$ cat config.mk
export PLATFORM = sky130hd
export DESIGN_NAME = dit_frame_loader
export DESIGN_NICKNAME = d
export VERILOG_FILES = /design/src/rtl/dit_pkg.sv /design/src/rtl/dit_frame_loader.sv
export SDC_FILE = /design/constraint.sdc
export NUM_CORES = 1
export LEC_CHECK = 0
export BUFFER_PORTS_ARGS = -buffer_cell sky130_fd_sc_hd__buf_2
export CAP_MARGIN = 10
export CORE_ASPECT_RATIO = 1.25
export CORE_UTILIZATION = 28
export DETAILED_ROUTE_END_ITERATION = 8
export GPL_ROUTABILITY_DRIVEN = 1
export MAX_ROUTING_LAYER = met4
export PLACE_DENSITY = 0.5
export REMOVE_ABC_BUFFERS = 1
export SLEW_MARGIN = 30
export SYNTH_ARGS = -nofsm -noshare
export SYNTH_HDL_FRONTEND = slang
export SYNTH_SLANG_ARGS = --single-unit
$ cat constraint.sdc
create_clock -name clk -period 2.25 [get_ports clk]
set_input_delay 0.45 -clock clk [delete_from_list [all_inputs] [get_ports clk]]
set_output_delay 0.45 -clock clk [all_outputs]
set_load 0.02 [all_outputs]
$ cat src/rtl/dit_pkg.sv
// dit_pkg: shared FFT framing constants and the 4-point bit-reverse index table
package dit_pkg;
    localparam int SW_DEF = 4;
    localparam int FFT_N  = 4;
    localparam logic [1:0] BITREV_TAB [FFT_N] = '{2'd0, 2'd2, 2'd1, 2'd3};
    function automatic logic [1:0] bitrev_idx(input logic [1:0] k);
        return BITREV_TAB[k];
    endfunction
endpackage

$ cat src/rtl/dit_frame_loader.sv
// dit_frame_loader: collects 4 serial samples into a registered frame for the 4-point FFT core
module dit_frame_loader
    import dit_pkg::*;
#(
    parameter int SW     = SW_DEF,
    parameter bit BITREV = 1'b1
) (
    input  logic          clk,
    input  logic          rst_n,
    input  logic [SW-1:0] in_data,
    input  logic          in_valid,
    output logic          in_ready,
    output logic [SW-1:0] a,
    output logic [SW-1:0] b,
    output logic [SW-1:0] c,
    output logic [SW-1:0] d,
    output logic          out_valid,
    input  logic          out_ready,
    output logic [7:0]    frame_cnt
);
    localparam logic [0:0] FILL = 1'b0;
    localparam logic [0:0] FULL = 1'b1;
    logic [0:0]    state;
    logic [1:0]    cnt;
    logic [SW-1:0] fbuf [FFT_N];
    logic [SW-1:0] smp  [FFT_N];
    logic [SW-1:0] frm  [FFT_N];
    logic          acc, last, free, load;
    assign in_ready = state == FILL;
    assign acc      = in_valid && in_ready;
    assign last     = acc && cnt == 2'd3;
    assign free     = !out_valid || out_ready;
    assign load     = (last && free) || (state == FULL && out_ready);
    // assemble the frame; in FILL the 4th sample comes straight from the input
    always_comb begin
        for (int k = 0; k < FFT_N; k++) smp[k] = fbuf[k];
        if (state == FILL) smp[FFT_N-1] = in_data;
        for (int k = 0; k < FFT_N; k++) frm[k] = smp[BITREV ? bitrev_idx(2'(k)) : 2'(k)];
    end
    // fill buffer and wrapping fill counter
    always_ff @(posedge clk or negedge rst_n) begin
        if (!rst_n) begin
            cnt <= 2'd0;
            for (int k = 0; k < FFT_N; k++) fbuf[k] <= '0;
        end else if (acc) begin
            fbuf[cnt] <= in_data;
            cnt       <= cnt + 2'd1;
        end
    end
    // FILL/FULL control: park in FULL while a completed frame waits for the output register
    always_ff @(posedge clk or negedge rst_n) begin
        if (!rst_n) state <= FILL;
        else if (state == FILL) state <= (last && !free) ? FULL : FILL;
        else state <= out_ready ? FILL : FULL;
    end
    // output register, valid flag and delivered-frame counter
    always_ff @(posedge clk or negedge rst_n) begin
        if (!rst_n) begin
            a         <= '0;
            b         <= '0;
            c         <= '0;
            d         <= '0;
            out_valid <= 1'b0;
            frame_cnt <= 8'd0;
        end else begin
            if (load) begin
                a <= frm[0];
                b <= frm[1];
                c <= frm[2];
                d <= frm[3];
            end
            out_valid <= load ? 1'b1 : (out_ready ? 1'b0 : out_valid);
            if (out_valid && out_ready) frame_cnt <= frame_cnt + 8'd1;
        end
    end
endmodule
==> results.txt, run 1 <==
At the end of routability-driven placement, the weighted congestion stood at 0.693. The diode insertion count for antenna repair came out at 0. After detailed routing, the total wire length is approximately 3500 um. The capturing instance or port of the critical path is b[3]$_DFFE_PN0P_. The internal power of the cells is about 0.0020 W.

STA classifies the critical path endpoint as a register. In this run the most used layer during global routing was met2. For the final routed database, the setup TNS stands at 0 ps.

The final antenna-violating net count is 0. The slack of the worst reg-to-reg path is slightly below 600 ps. The slowest stage of the critical path is the sky130_fd_sc_hd__dfrtp_1 cell. The global routing met3 resource utilization came out at 0.0236. The total clock sinks is 44.

The number of cells on the worst reg-to-reg path is 5. The static leakage came out at about 1.1 nW. The met1 routing resource usage after global routing is 0.138. The worst hold-check slack came out at 115 ps. The initial antenna violation count came out at 0. The number of buffers inserted during clock tree synthesis came out at 5. The maximum operating frequency is a little over 600 MHz. The async set or reset register ratio after synthesis came out at 1.00.

The filler cell count in the final layout is roughly 650. The clock latency of the later-clocked register in the worst-skew pair came out at roughly 290 ps. In this run the critical register-to-register path is launched from cnt[0]$_DFFE_PN0P_.

The part of the Yosys area used for sequential elements came out at 0.582. TritonCTS built the clock tree. The sum of buffers and inverters on the critical path is 1. The HPWL after detailed placement came out at 2550 um. The critical path starts at cnt[0]$_DFFE_PN0P_. After floorplanning, the core was divided into 33 placement rows. The fraction of post-synthesis cell area in the top cell type by area is 0.582. The clock-pin slew on the worst setup and hold paths is 90 ps.

The count of mapped cells out of synthesis came out at approximately 130. In the final design database the tool counted between 150 and 200 nets. The die height came out at about 94 um.

The total power density per cell area came out at 1370 mW/mm2. The total count of max-transition violations in the final report is 0. The area of the die is about 0.0071 mm2. The design draws around 0.0031 W. The number of port buffers came out at 33. The number of hold violations in the final report came out at 0. The initial utilization of the core area, before any placement, comes to 0.288. The largest stage delay on the critical path is just over 400 ps.

The number of DRC markers in iteration 0 is 39. Setup repair after global routing left no endpoint under its margin. The number of buffers inserted for hold repair after clock tree synthesis is 0. Each instance of the synthesized netlist takes up on average 15.1 um2. Yosys instantiated no cell more often than sky130_fd_sc_hd__dfrtp_1. In this run the critical register-to-register path is captured at b[3]$_DFFE_PN0P_. Ranked by total cell area, the synthesized netlist is headed by sky130_fd_sc_hd__dfrtp_1, sky130_fd_sc_hd__mux2_2, sky130_fd_sc_hd__mux2_4. The largest net degree at the start of global routing is 24. Dividing the detail-routed wire length by the instance count gives around 14 um. The critical path is of the register to register type. Of the total power, the share spent switching nets is 0.358. The run finished with clean final reports. In this run, synthesis produced a sequential element count of 44. The logic depth of the worst path, buffers included came out at 5.

The net switching power of the design is between 0.001 and 0.0015 W. The arrival time reported for the critical path endpoint is roughly 1800 ps. The clock passes through at most 2 buffers. STA classifies the critical path startpoint as a register. The worst-case headroom to the max-slew limit is 0.655. The detail-routed via count per cell came out at about 4.3. The clock root buffer master is sky130_fd_sc_hd__clkbuf_8. In this run the worst path has a maximum fanout of 16. The total setup violations reported at the end of the flow came out at 0.

The worst path required time is 2430 ps. The sequential fraction of design power came out at 0.450. The number of distinct library cells after synthesis came out at 22. The cell family contributing the most delay on the critical path is flip-flops. The signal on the critical path passes through ha_1 -> a21o_1 -> o21ai_4 -> buf_4 -> mux2_2.

The global routing usage on met2 came out at 0.183. The number of flops mapped to enable cells by yosys came out at 0. The via count of the first global-routing pass came out at approximately 1,200. Among all flip-flop cells after synthesis, the most frequent one is sky130_fd_sc_hd__dfrtp_1. The area of the core is ~0.0066 mm2. Of the available clock period, the critical path in the final layout requires 0.736. By count the netlist is led by sky130_fd_sc_hd__dfrtp_1, sky130_fd_sc_hd__mux2_2, sky130_fd_sc_hd__mux2_4, sky130_fd_sc_hd__nand2_1. The count of yosys warnings during synthesis is 0.

The final critical-path required period is about 1700 ps. The fraction of layout instances using a drive strength above 1 came out at 0.515. The total global routing overflow came out at 0. The I/O pin count is 34. The detailed router placed around 1,100 vias in this run. For the final database, setup skew stands at between 10 and 15 ps. The number of DRC violations after detailed routing is 0. The number of gates resized after cts came out at 0. The first global-routing pass estimated 5780 um of wire. Max-cap violations in this run came to 0. The transition at the pin with the smallest max-transition slack is a little over 500 ps. From left edge to right edge, the die measures ~76 um. Of the total power, the clock network draws 0.157. The mapped netlist covers between 0.0015 and 0.002 mm2. The total global routing track utilization is 0.116. In this run the worst hold path is classified as input pin to async pin. The number of buffers inserted to repair setup after CTS came out at 0. The layout overhead on the synthesized area came out at 18.6%. The maximum vdd drop is 0.000378 V. The relative contribution of combinational cells to total power came out at 0.392. The number of levels in the clock H-tree is 2. The first-pass detailed-route iteration total came out at 4.

Summed over all instances, the cell type with the most area after synthesis is sky130_fd_sc_hd__dfrtp_1.
[final cells by class]
| class | count | area [um2] | share of cell area |
|---|---|---|---|
| Sequential cell | 44 | 1100 | 0.490 |
| Multi-Input combinational cell | 76 | 749 | 0.334 |
| Timing Repair Buffer | 36 | 188 | 0.0836 |
| Tap cell | 87 | 109 | 0.0485 |
| Clock buffer | 5 | 68.8 | 0.0306 |
| Clock inverter | 3 | 18.8 | 0.00836 |
| Inverter | 3 | 11.3 | 0.00501 |
[worst min path at each step]
| stage | startpoint | end | slack [ps] | cells after the start |
|---|---|---|---|---|
| after CTS | rst_n | a[0]$_DFFE_PN0P_ | 130 | 1 |
| after global routing | rst_n | b[0]$_DFFE_PN0P_ | 150 | 1 |
| after global placement | rst_n | c[0]$_DFFE_PN0P_ | 450 | 1 |
| after detailed placement | frame_cnt[7]$_DFFE_PN0P_ | frame_cnt[7]$_DFFE_PN0P_ | 450 | 1 |
| final | rst_n | a[0]$_DFFE_PN0P_ | 110 | 1 |
| after floorplan | rst_n | a[0]$_DFFE_PN0P_ | 150 | 0 |
[layer usage]
layer / wire length (um) / up-vias
met5: 0 / -
met4: 58 / 0
met3: 127 / 4
met2: 1790 / 24
met1: 1550 / 547
li1: - / 507
[sequential cells by signal, indices dropped and copies added (netlist names)]
| register | flops |
|---|---|
| state | 1 |
| frame_cnt | 8 |
| a | 4 |
| out_valid | 1 |
| cnt | 2 |
| d | 4 |
| c | 4 |
| b | 4 |
| fbuf | 16 |
[kinds of logic after synthesis]
family | count (synthesis) | synth area share
adders and majority gates | 5 | 0.0330
AOI/OAI and AO/OA | 4 | 0.0185
muxes | 38 | 0.245
DFF | 44 | 0.582
xor gates and xnor gates | 8 | 0.0370
and+or+nand+nor | 21 | 0.0621
buffers and inverters | 5 | 0.0225
[worst register-to-register path: stages (launching register included)]
cell and delay [ps]:
sky130_fd_sc_hd__dfrtp_1 410, sky130_fd_sc_hd__ha_1 240, sky130_fd_sc_hd__a21o_1 190, sky130_fd_sc_hd__o21ai_4 50
sky130_fd_sc_hd__buf_4 290, sky130_fd_sc_hd__mux2_2 380
[stage by stage]
stage	area, um2	std cells	worst slack, ps	utilization
after floorplan	1860	123	694	-
final	2250	254	593	0.342
after global routing	2250	254	479	0.342
after detailed placement	2160	246	582	0.329
after CTS	2250	254	567	0.342
after global placement	2160	246	606	0.329
[power by group through the flow]
| stage | clock [W] | sequential [W] | combinational (W) |
|---|---|---|---|
| after floorplan | 0 | 0.00159 | 0.000650 |
| after global placement | 0 | 0.00138 | 0.00120 |
| after detailed placement | 0 | 0.00141 | 0.00123 |
| after CTS | 0.000511 | 0.00139 | 0.00123 |
| after global routing | 0.000540 | 0.00144 | 0.00132 |
| final | 0.000485 | 0.00139 | 0.00121 |
[layout by cell type (no fill, tap or decap)]
master and instances:
sky130_fd_sc_hd__nor2b_4 1, sky130_fd_sc_hd__o21ai_0 1, sky130_fd_sc_hd__dfrtp_1 44, sky130_fd_sc_hd__nand2_2 1, sky130_fd_sc_hd__ha_1 5, sky130_fd_sc_hd__mux2_2 27, sky130_fd_sc_hd__a21o_1 1, sky130_fd_sc_hd__inv_1 3
sky130_fd_sc_hd__buf_4 3, sky130_fd_sc_hd__nor3_1 2, sky130_fd_sc_hd__nor4_4 1, sky130_fd_sc_hd__nand3_1 3, sky130_fd_sc_hd__a31oi_1 1, sky130_fd_sc_hd__clkinv_4 1, sky130_fd_sc_hd__clkbuf_8 5, sky130_fd_sc_hd__xnor2_1 3
sky130_fd_sc_hd__xor2_1 5, sky130_fd_sc_hd__clkinv_2 2, sky130_fd_sc_hd__nor2_1 3, sky130_fd_sc_hd__nand2_1 9, sky130_fd_sc_hd__mux2_4 10, sky130_fd_sc_hd__nor2_2 1, sky130_fd_sc_hd__mux2i_1 1, sky130_fd_sc_hd__o21ai_4 1
sky130_fd_sc_hd__buf_2 33
No activity file was read; power rests on OpenSTA's default activity.
==> inputs of run 2 (changes only) <==
clock period = 1.7 ns   (was 2.25 ns; I/O delays follow)
==> results.txt, run 2 (synthesized netlist as in run 1, its figures left out) <==
The worst setup path category is register to register (unchanged). The diode insertion count for antenna repair came out at 0 (unchanged). The transition at the pin with the smallest max-transition slack is 684 ps (was 517 ps).

The capturing instance or port of the critical path was b[3]$_DFFE_PN0P_ (unchanged). The sum of negative setup slack is 0 ps (unchanged). The global-route wire length before repair is 5660 um (was 5780 um). The number of placement rows came out at 33 (unchanged).

The die extent in x was 75.5 um (unchanged). The number of flip-flops under the largest register name came out at 16 (unchanged). The cell area reported after detailed placement came out at 0.00217 mm2 (was 0.00216 mm2). Commonest cells after routing, fill and taps aside: sky130_fd_sc_hd__dfrtp_1, sky130_fd_sc_hd__buf_2, sky130_fd_sc_hd__mux2_2 (unchanged). The die height is 93.9 um (unchanged). The total vias in the final route came to 1,111 (was 1,082).

The setup slack after layout came out at 96.9 ps (was 593 ps). The HPWL after detailed placement came out at 2500 um (was 2550 um). The arrival time reported for the critical path endpoint is 1790 ps (was 1840 ps).

The total setup violations reported at the end of the flow came out at 0 (unchanged). The worst clock skew on the final layout was 7.62 ps (was 13.7 ps). The total count of max-transition violations in the final report was 0 (unchanged). The clock latency of the later-clocked register in the worst-skew pair is 300 ps (was 290 ps).

The maximum fanout count along the critical path came out at 16 (unchanged). The max-capacitance violation count came out at 0 (unchanged). The CTS tree is yes (unchanged). The checks that failed: negative hold slack. The largest net degree at the start of global routing came to 45 (was 24). Result of the run: finished, violations left (was finished clean). The number of gates resized after cts came out at 0 (unchanged). The total global routing track utilization is 0.114 (was 0.116). The aggregate routed wire length was 3480 um (was 3520 um). The total clock sinks is 44 (unchanged).

The final clock period utilization by the worst path is 0.943 (was 0.736). The clock root buffer master was sky130_fd_sc_hd__clkbuf_8 (unchanged). The number of DRC markers in iteration 0 came out at 53 (was 39). The starting utilization of the core area came out at 0.288 (unchanged).

The post-layout net count is 179 (unchanged). The worst setup slack after placement is 68.1 ps (was 582 ps). The element type at the critical path start is a register (unchanged). The fraction of layout instances using a drive strength above 1 was 0.515 (unchanged). The total global routing overflow came out at 0 (unchanged).

The detail-routed via count per cell came to 4.37 (was 4.26). The startpoint of the most critical setup path is cnt[0]$_DFFE_PN0P_ (unchanged). The worst reg2reg path startpoint is cnt[0]$_DFFE_PN0P_ (unchanged). The layout overhead on the synthesized area is 21.1% (was 18.6%). The routability-driven placement congestion ratio is 0.708 (was 0.693). The worst-case headroom to the max-slew limit came out at 0.542 (was 0.655). The I/O pin count is 34 (unchanged). The type of destination of the critical path is a register (unchanged). The number of cells on the worst reg-to-reg path came to 4 (was 5). The worst path required time is 1880 ps (was 2430 ps). Largest regs: fbuf: 16 flops, frame_cnt: 8 flops (unchanged).

The critical register-to-register path endpoint was b[3]$_DFFE_PN0P_ (unchanged). The most flop-heavy register is fbuf (unchanged). The first-pass detailed-route iteration total came to 4 (unchanged). RSZ-0062 raised after global routing: no (unchanged). The slack of the worst reg-to-reg path came out at 100 ps (was 590 ps). The via count of the first global-routing pass came out at 1,141 (was 1,151). The maximum buffer depth of the clock tree was 2 (unchanged). The number of levels in the clock H-tree came to 2 (unchanged).

The worst hold-check slack is -6.55 ps (was 115 ps). The number of DRC violations after detailed routing came out at 0 (unchanged). The clock-pin slew on the worst setup and hold paths came to 80 ps (was 90 ps).

The static leakage is 1.14 nW (was 1.12 nW). The number of hold violations in the final report was 4 (was 0). The area of the core was 0.00657 mm2 (unchanged).

The most common cell after layout, fill and taps aside is sky130_fd_sc_hd__dfrtp_1 (unchanged). The average wire per cell in the routed design came out at 13.7 um (was 13.9 um). The number of buffers inserted during clock tree synthesis was 5 (unchanged).

The classification of the worst-slack hold path is input pin to async pin (unchanged). The total power density per cell area came out at 1870 mW/mm2 (was 1370 mW/mm2). The number of port buffers came out at 33 (unchanged).

The initial antenna violation count came out at 0 (unchanged). The number of buffers inserted for hold repair after clock tree synthesis came out at 0 (unchanged). The final design instance area without fill came out at 0.00229 mm2 (was 0.00225 mm2). The final antenna-violating net count was 0 (unchanged). The final critical-path required period came out at 1600 ps (was 1660 ps).

The number of buffers inserted to repair setup after CTS came out at 0 (unchanged). The area of the die is 0.00710 mm2 (unchanged). The maximum vdd drop is 0.000433 V (was 0.000378 V). The maximum operating frequency is 624 MHz (was 604 MHz).
[run 2: area by class of cell]
cell class                      instances  area (um2)
Tap cell                               87         109
Clock inverter                          2        38.8
Inverter                                3        11.3
Sequential cell                        44        1100
Fill cell                             634        4270
Timing Repair Buffer                   36         200
Multi-Input combinational cell         76         749
Clock buffer                            6        82.6
[run 2: worst min path at each step]
stage	startpoint	endpoint
after floorplan	rst_n	a[0]$_DFFE_PN0P_
after global placement	rst_n	c[0]$_DFFE_PN0P_
after detailed placement	rst_n	b[0]$_DFFE_PN0P_
after CTS	rst_n	a[0]$_DFFE_PN0P_
after global routing	rst_n	b[0]$_DFFE_PN0P_
final	rst_n	b[0]$_DFFE_PN0P_
[run 2: per-stage QoR]
stage          hold slack, ps  power (W)  utilization  cells
2_1_floorplan            44.4    0.00296            -    123
3_3_place_gp              334    0.00343        0.331    246
3_5_place_dp              336    0.00351        0.331    246
4_1_cts                  2.55    0.00437        0.349    254
5_1_grt                  12.1    0.00456        0.349    254
6_report                -6.55    0.00429        0.349    254
[run 2: per-layer routing]
layer	share of wire	routed length, um	GRT usage	vias to the layer above
li1	-	-	-	510
met3	0.042	146	0.0290	6
met4	0.021	74	0.0556	0
met2	0.53	1840	0.186	30
met1	0.41	1420	0.128	565
met5	0	0	-	-
[run 2: power by group]
group / internal (W) / switching, W / total [W]
registers: 0.00153 / 0.000282 / 0.00181
clock network: 0.000481 / 0.000362 / 0.000842
logic: 0.000819 / 0.000822 / 0.00164
total: 0.00282 / 0.00147 / 0.00429
[run 2: critical path, stage by stage (launching register included)]
cell,delay [ps]
sky130_fd_sc_hd__dfrtp_1,400
sky130_fd_sc_hd__ha_1,230
sky130_fd_sc_hd__a21o_1,190
sky130_fd_sc_hd__o21ai_4,260
sky130_fd_sc_hd__mux2_2,410
==> inputs of run 3 (changes only) <==
GPL_TIMING_DRIVEN = 0   (was unset)
MAX_ROUTING_LAYER = unset   (was met4)
==> results.txt, run 3 (synthesized netlist as in run 1, its figures left out) <==
Result of the run: finished clean (was finished, violations left). The diode insertion count for antenna repair was 0 (unchanged). The total setup violations reported at the end of the flow is 0 (unchanged). The area of the die is 0.00710 mm2 (unchanged). The worst hold-check slack came out at 22.0 ps (was -6.55 ps).

The type of destination of the critical path is a register (unchanged). The sequential fraction of design power came out at 0.444 (was 0.421). The fraction of layout instances using a drive strength above 1 came out at 0.512 (was 0.515).

The number of buffers inserted for hold repair after clock tree synthesis was 0 (unchanged). The layout overhead on the synthesized area is 19.0% (was 21.1%). The number of port buffers is 33 (unchanged). The final critical-path required period is 1590 ps (was 1600 ps). The routability-driven placement congestion ratio is 0.699 (was 0.708). The die height is 93.9 um (unchanged). The number of levels in the clock H-tree came to 2 (unchanged). The post-layout net count is 178 (was 179).

The number of buffers inserted during clock tree synthesis came out at 5 (unchanged). The aggregate routed wire length came out at 3490 um (was 3480 um). The first-pass detailed-route iteration total is 5 (was 4). The maximum fanout count along the critical path came to 10 (was 16). Commonest cells after routing, fill and taps aside: sky130_fd_sc_hd__dfrtp_1, sky130_fd_sc_hd__buf_2, sky130_fd_sc_hd__mux2_2 (unchanged). The largest net degree at the start of global routing was 45 (unchanged). The total instance count after detailed placement is 243 (was 246). The total clock sinks was 44 (unchanged).

The maximum buffer depth of the clock tree is 2 (unchanged). The number of placement rows is 33 (unchanged). The internal power of the cells came out at 0.00265 W (was 0.00282 W). The initial antenna violation count is 0 (unchanged). The maximum vdd drop came out at 0.000431 V (was 0.000433 V). The net switching power of the design is 0.00147 W (about the same).

The final core utilization came to 0.343 (was 0.349). The worst clock skew on the final layout is 11.2 ps (was 7.62 ps). The final antenna-violating net count was 0 (unchanged).

The worst-case headroom to the max-slew limit came out at 0.636 (was 0.542). The clock-pin slew on the worst setup and hold paths came out at 90 ps (was 80 ps). The setup slack after layout came out at 108 ps (was 96.9 ps). The total global routing overflow is 0 (unchanged). Largest regs: fbuf: 16 flops, frame_cnt: 8 flops (unchanged). The count of non-filler cells in the finished layout is 253 (was 254). The transition at the pin with the smallest max-transition slack is 547 ps (was 684 ps). The CTS tree is yes (unchanged). The I/O pin count was 34 (unchanged). The total power density per cell area came to 1830 mW/mm2 (was 1870 mW/mm2). The maximum operating frequency was 628 MHz (was 624 MHz).

The average wire per cell in the routed design came to 13.8 um (was 13.7 um). The most flop-heavy register is fbuf (unchanged). The starting utilization of the core area is 0.288 (unchanged). The number of DRC violations after detailed routing is 0 (unchanged). The switching part of the total power is 0.357 (was 0.342). The number of flip-flops under the largest register name was 16 (unchanged).

The die extent in x came to 75.5 um (unchanged). The classification of the worst-slack hold path was input pin to async pin (unchanged). The via count of the first global-routing pass is 1,224 (was 1,141). The worst setup slack after placement is -180 ps (was 68.1 ps).

The sum of negative setup slack is 0 ps (unchanged). RSZ-0062 raised after global routing: no (unchanged). The max-capacitance violation count came out at 0 (unchanged). The final clock period utilization by the worst path came to 0.937 (was 0.943). The slack of the worst reg-to-reg path is 110 ps (was 100 ps). The most common cell after layout, fill and taps aside is sky130_fd_sc_hd__dfrtp_1 (unchanged).

CP Cell Sequence: nor2_2 -> o21ai_4 -> buf_4 -> mux2_4 (was ha_1 -> a21o_1 -> o21ai_4 -> mux2_2). The number of hold violations in the final report came out at 0 (was 4). The area of the core came out at 0.00657 mm2 (unchanged). The clock latency of the later-clocked register in the worst-skew pair came to 300 ps (about the same). The static leakage was 1.12 nW (was 1.14 nW). The total global routing track utilization is 0.113 (was 0.114).

The clock root buffer master was sky130_fd_sc_hd__clkbuf_8 (unchanged). The worst setup path category was register to register (unchanged). The total count of max-transition violations in the final report is 0 (unchanged). The global-route wire length before repair came to 5820 um (was 5660 um).

The arrival time reported for the critical path endpoint is 1780 ps (was 1790 ps). The relative contribution of combinational cells to total power is 0.400 (was 0.382). The worst path required time came out at 1890 ps (was 1880 ps).

The HPWL after detailed placement came to 2440 um (was 2500 um). The cell at the slowest stage of the critical path was sky130_fd_sc_hd__dfrtp_1 (was sky130_fd_sc_hd__mux2_2). The number of DRC markers in iteration 0 came to 33 (was 53). The detail-routed via count per cell came out at 4.37 (about the same). The total vias in the final route came to 1,106 (was 1,111). The largest stage delay on the critical path came to 630 ps (was 410 ps). The proportion of power drawn by the clock network came out at 0.156 (was 0.196). The element type at the critical path start was a register (unchanged).
==> run 3: stage by stage <==
step,instance area (um2),total power [W]
finish,2250,0.00412
global route,2250,0.00443
CTS,2250,0.00419
detailed placement,2140,0.00349
global placement,2140,0.00340
floorplan,1860,0.00296
==> run 3: layer usage <==
metal / global-route usage / vias to the layer above / part of all wire
met3: 0.0258 / 5 / 0.033
met4: 0.0556 / 0 / 0.020
met5: 0 / - / 0
li1: - / 505 / -
met1: 0.126 / 567 / 0.42
met2: 0.195 / 29 / 0.53
==> run 3: layout make-up <==
class	instances	area, um2
fill	654	4310
sequential	44	1100
multi-input combinational	76	749
timing repair buffer	35	195
tap	87	109
clock buffer	5	68.8
clock inverter	3	18.8
inverter	3	11.3
==> run 3: worst max-delay path: cells and delay by family (launching register included) <==
kind	cells	cell delay, ps
multiplexers	1	310
flip-flops	1	630
AO/OA/AOI/OAI	1	200
buffers and inverters	1	220
AND/OR/NAND/NOR	1	110
==> run 3: path summary, 6_finish.rpt <==
path,depth (start not counted),end,start
worst min register to register,1,frame_cnt[7]$_DFFE_PN0P_,frame_cnt[7]$_DFFE_PN0P_
worst max-delay path,4,c[2]$_DFFE_PN0P_,state$_DFF_PN0_
worst max register to register,4,c[2]$_DFFE_PN0P_,state$_DFF_PN0_
min in group clk,2,state$_DFF_PN0_,out_ready
worst min-delay path,1,b[0]$_DFFE_PN0P_,rst_n
max in group asynchronous,1,fbuf[15]$_DFFE_PN0P_,rst_n
==> run 3: what timing repair did <==
action                     4_1_cts  5_1_grt
setup endpoints to repair       16        0
gates resized for setup          0        0
buffers inserted                 2        0
==> run 3: power groups by stage <==
stage | clock network (W) | logic (W) | registers [W]
finish | 0.000641 | 0.00165 | 0.00183
global route | 0.000721 | 0.00180 | 0.00191
CTS | 0.000674 | 0.00168 | 0.00184
detailed placement | 0 | 0.00163 | 0.00186
global placement | 0 | 0.00158 | 0.00182
floorplan | 0 | 0.000860 | 0.00210
